<file path="src/rtl/reg_arbiter.sv">
// reg_arbiter: two-requester round-robin arbiter in front of a small
// register bank of 2**AW words, each WIDTH bits wide.
//
// Each transaction takes three cycles:
//   IDLE  -> the winning request is captured
//   SERVE -> the bank is written, or read into the winner's rdata
//   ACK   -> a one-cycle ack pulse goes to the winner
// All outputs are registered.
//
// Ports
//   clk            : clock; all state updates on the rising edge
//   rst            : synchronous, active-high reset
//   req0/req1      : transaction request, per requester
//   rw0/rw1        : 1 = write, 0 = read
//   addr0/addr1    : target word address (AW bits)
//   wdata0/wdata1  : write data (WIDTH bits)
//   ack0/ack1      : one-cycle completion pulse
//   rdata0/rdata1  : last read result for each requester
//   gnt            : one-hot grant, bit0 = requester 0
//   busy           : high whenever the FSM is not in IDLE
module reg_arbiter #(
  parameter int WIDTH = 16,
  parameter int AW    = 2
) (
  input  logic             clk,
  input  logic             rst,
  input  logic             req0,
  input  logic             req1,
  input  logic             rw0,
  input  logic             rw1,
  input  logic [AW-1:0]    addr0,
  input  logic [AW-1:0]    addr1,
  input  logic [WIDTH-1:0] wdata0,
  input  logic [WIDTH-1:0] wdata1,
  output logic             ack0,
  output logic             ack1,
  output logic [WIDTH-1:0] rdata0,
  output logic [WIDTH-1:0] rdata1,
  output logic [1:0]       gnt,
  output logic             busy
);

  typedef enum logic [1:0] {IDLE, SERVE, ACK} state_t;

  state_t state, state_nxt;

  logic             last;      // requester granted most recently
  logic             pick;      // arbitration result in IDLE
  logic             win_p0;    // captured winner
  logic             rw_p0;
  logic [AW-1:0]    addr_p0;
  logic [WIDTH-1:0] wdata_p0;
  logic [WIDTH-1:0] bank [2**AW];

  // On a tie the requester that did not win last time goes first.
  assign pick = (req0 && req1) ? ~last : req1;

  always_ff @(posedge clk) begin
    if (rst) state <= IDLE;
    else     state <= state_nxt;
  end

  always_comb begin
    state_nxt = state;
    case (state)
      IDLE:    if (req0 || req1) state_nxt = SERVE;
      SERVE:   state_nxt = ACK;
      ACK:     state_nxt = IDLE;
      default: state_nxt = IDLE;
    endcase
  end

  // Capture stage: winner's request is frozen here, so a req that drops
  // during SERVE or ACK does not affect the transaction in flight.
  always_ff @(posedge clk) begin
    if (state == IDLE && (req0 || req1)) begin
      win_p0   <= pick;
      rw_p0    <= pick ? rw1    : rw0;
      addr_p0  <= pick ? addr1  : addr0;
      wdata_p0 <= pick ? wdata1 : wdata0;
    end
  end

  // Access / ack stage: registered outputs, bank and grant pointer.
  always_ff @(posedge clk) begin
    if (rst) begin
      gnt    <= 2'b00;
      busy   <= 1'b0;
      ack0   <= 1'b0;
      ack1   <= 1'b0;
      rdata0 <= '0;
      rdata1 <= '0;
      last   <= 1'b1;
      for (int i = 0; i < 2**AW; i++) bank[i] <= '0;
    end else begin
      busy <= (state_nxt != IDLE);
      ack0 <= 1'b0;
      ack1 <= 1'b0;
      case (state)
        IDLE: begin
          if (req0 || req1) begin
            last <= pick;
            gnt  <= pick ? 2'b10 : 2'b01;
          end
        end
        SERVE: begin
          if (rw_p0)       bank[addr_p0] <= wdata_p0;
          else if (win_p0) rdata1 <= bank[addr_p0];
          else             rdata0 <= bank[addr_p0];
          ack0 <= ~win_p0;
          ack1 <= win_p0;
        end
        ACK:     gnt <= 2'b00;
        default: gnt <= 2'b00;
      endcase
    end
  end

endmodule
</file>
<file path="config.mk">
export PLATFORM = sky130hd
export DESIGN_NAME = reg_arbiter
export DESIGN_NICKNAME = d
export VERILOG_FILES = /design/src/rtl/reg_arbiter.sv
export SDC_FILE = /design/constraint.sdc
export NUM_CORES = 1
export LEC_CHECK = 0
export CAP_MARGIN = 20
export CORE_UTILIZATION = 54
export DETAILED_ROUTE_END_ITERATION = 6
export DONT_BUFFER_PORTS = 1
export HOLD_SLACK_MARGIN = 0.05
export PLACE_DENSITY = 0.71
export SLEW_MARGIN = 40
export SYNTH_ARGS = -nofsm -noshare
export SYNTH_HDL_FRONTEND = slang
export SYNTH_SLANG_ARGS = --single-unit
</file>
<file path="constraint.sdc">
create_clock -name clk -period 2.2 [get_ports clk]
set_clock_uncertainty 0.2 [all_clocks]
set_input_delay 0.44 -clock clk [delete_from_list [all_inputs] [get_ports clk]]
set_output_delay 0.44 -clock clk [all_outputs]
set_load 0.005 [all_outputs]
</file>
==> flow_summary.yaml, run 1 <==
placed_design:
  dp_cells: 416
  io_buffers: 0
  pre_cts_slack_ns: 0.174
  placed_cell_area_um2: 5160
  gp_congestion: 0.793
  hpwl_um: 5520
layout:
  layout_commonest_cell: "edfxtp_1"
  fillCellCount: 580
  antenna_cells: 0
  final_util_pct: 69.7
  final_cells: 490
  layout.nets: 411
  layout-drive-gt1-share_pct: 23.8
  seq_area_um2: 3360
  most-common-layout-cells: "edfxtp_1, and2_1, dfxtp_1, dlygate4sd3_1, a22o_1"
  layout-area-overhead-vs-synth_pct: 23.1
  fin_area_um2: 6130
  multi_input_area_um2: 1510
routing:
  drt-initial-drc-count: 129
  viasPerCell: 5.66
  ant_nets: 0
  wl_per_cell_um: 19.1
  firstDrtPassIters: 7
  drt-total-wl_um: 9350
  num_vias: 2771
  drc: 7
synthesis:
  seq_area_frac_synth_pct: 67.5
  synthTopCellsByArea: "edfxtp_1, dfxtp_1, and2_1"
  synth.avg_cell_area_um2: 16.1
  synth_nets: 351
  yosysTopAreaCellShare_pct: 50.6
  synth_area_um2: 4980
  syn-instance-count: 309
  ys_warn_count: 0
  ys_seq_elements: 126
  synth_cell_type_count: 36
  yosys.area.top_type: "edfxtp_1"
  synth_edf_count: 84
  synthArstFlopShare_pct: 0
  ys.flop_type: "edfxtp_1"
power:
  pwr-share-seq_pct: 47.7
  p_sw_mw: 1.28
  finalPower_mw: 5.78
  p_leak_nw: 2.34
  vdd_drop_max_mv: 0.548
  combPwrFrac_pct: 8.4
  clockPowerShare_pct: 43.9
  p_int_mw: 4.50
  power.density_nw_per_um2: 943
  switching_share_pct: 22.1
run:
  cap_violations: 0
timing:
  whs_ns: 0.148
  maxSlewViolCount: 0
  finalSetupViolations: 0
  fmax_mhz: 469
  setup_slack_ns: 0.0687
  tightest_slew_ns: 0.597
  setup_tns_ns: 0
  finalCriticalPeriod_ns: 2.13
  rsz0062_at_grt: "no"
  period_share_pct: 96.9
  slew_headroom_pct: 59.8
  hold_violations: 0
grt:
  grt_max_degree: 18
  grt_pass1_wl_um: 14800
  track_usage_pct: 20.9
  grt-ovfl-total: 0
  first_global_vias: 2862
  antenna_found_initial: 0
run_status:
  violations: "DRC"
  status: "complete, but fails checks"
clocking:
  clkTransAtPathRegs_ns: 0.06
  cts_tree: "done"
  clk_path_buf_depth: 2
  root_buffer: "clkbuf_8"
  postCtsSetupBuffers: 0
  cts_sinks: 126
  clk_latency_ns: 0.51
  htree_levels: 4
  numCtsBuffers: 17
setup_path:
  path_max_fanout: 6
  crit_arrival_ns: 2.18
  worstSetupEndpointType: "register"
  cp-start-kind: "register"
  path_class: "register to register"
  worstPathRequired_ns: 2.25
floorplanning:
  die_y_um: 98.1
  core_um2: 8810
  initial_core_util_pct: 56.6
  rows: 34
  die_area_um2: 9610
  die_x_um: 98.1
  io_pins: 79
hold_path:
  min_path_type: "primary input to register"
cells by family (layout without fill, tap and decap cells):
family          after synthesis  after routing  synth area share [%]
buf+inv                      20             93                  2.26
flops                       126            126                  67.5
simple gates                 84             84                  11.1
mux                          38             38                  12.2
compound gates               41             41                  6.93
flip-flops by register name (all words and copies together) (netlist names), named ones only:
| signal | cells |
|---|---|
| bank | 64 |
| win_p0 | 1 |
| rw_p0 | 1 |
| rdata1 | 16 |
| rdata0 | 16 |
| ack0 | 1 |
| gnt | 2 |
| addr_p0 | 2 |
| state | 2 |
| busy | 1 |
| wdata_p0 | 16 |
| ack1 | 1 |
| last | 1 |
worst paths after layout:
check                                            start                     end  slack, ns  cells past startpoint
worst min register to register  rdata1[7]$_SDFFE_PP0P_  rdata1[7]$_SDFFE_PP0P_       0.31                      1
worst max register to register       last$_SDFFE_PP1N_   wdata_p0[3]$_DFFE_PN_       0.07                      3
worst max-delay path                 last$_SDFFE_PP1N_   wdata_p0[3]$_DFFE_PN_       0.07                      3
worst min-delay path                              req0     state[0]$_SDFF_PP0_       0.15                      2
layout make-up:
type | count | share of cell area (%)
Timing Repair Buffer | 57 | 9.10
Tap cell | 108 | 2.20
Multi-Input combinational cell | 163 | 24.7
Inverter | 4 | 0.245
Clock inverter | 9 | 0.836
Clock buffer | 23 | 8.14
Sequential cell | 126 | 54.8
metal layers:
| layer | up-vias | share of wire (%) | routed length, um | GRT usage (%) |
|---|---|---|---|---|
| met2 | 97 | 49 | 4580 | 34.3 |
| met1 | 1373 | 45 | 4220 | 25.4 |
| met5 | - | 0 | 0 | 0 |
| li1 | 1294 | - | - | - |
| met4 | 0 | 1.0 | 95 | 9.67 |
| met3 | 7 | 4.9 | 456 | 6.30 |
Yosys cell counts (all sizes together), types with 2 or more instances:
| cell | instances |
|---|---|
| a22o | 32 |
| and2 | 65 |
| and3b | 2 |
| buf | 12 |
| clkbuf | 4 |
| dfxtp | 42 |
| edfxtp | 84 |
| inv | 4 |
| mux2 | 21 |
| mux4 | 16 |
| nor2 | 4 |
| nor2b | 2 |
| nor3 | 2 |
| o21ai | 2 |
| or2 | 3 |
critical path, cell delays in order, from the launching register on:
cell	delay, ns
dfxtp_1	0.33
a21boi_2	0.39
mux2_2	0.39
dlygate4sd3_1	0.56
power groups by stage:
stage                     combinational [mW]  sequential, mW  clock (mW)
after floorplan                        0.315            2.77           0
after global placement                 0.418            2.80           0
after detailed placement               0.423            2.81           0
after CTS                              0.487            2.76        2.58
after global routing                   0.526            2.77        2.67
final                                  0.488            2.76        2.54
repair_timing:
item | CTS | global route
hold endpoints to repair | 28 | 0
hold buffers | 42 | 0
endpoints found under the setup margin | 0 | 16
gates resized for setup | 0 | 1
(Power assumes the default switching activity.)
==> inputs of run 2 (changes only) <==
Settings changed: TNS_END_PERCENT set to 100.
==> results of run 2 <==
Final layout, timing and power as in run 1 (identical DEF).
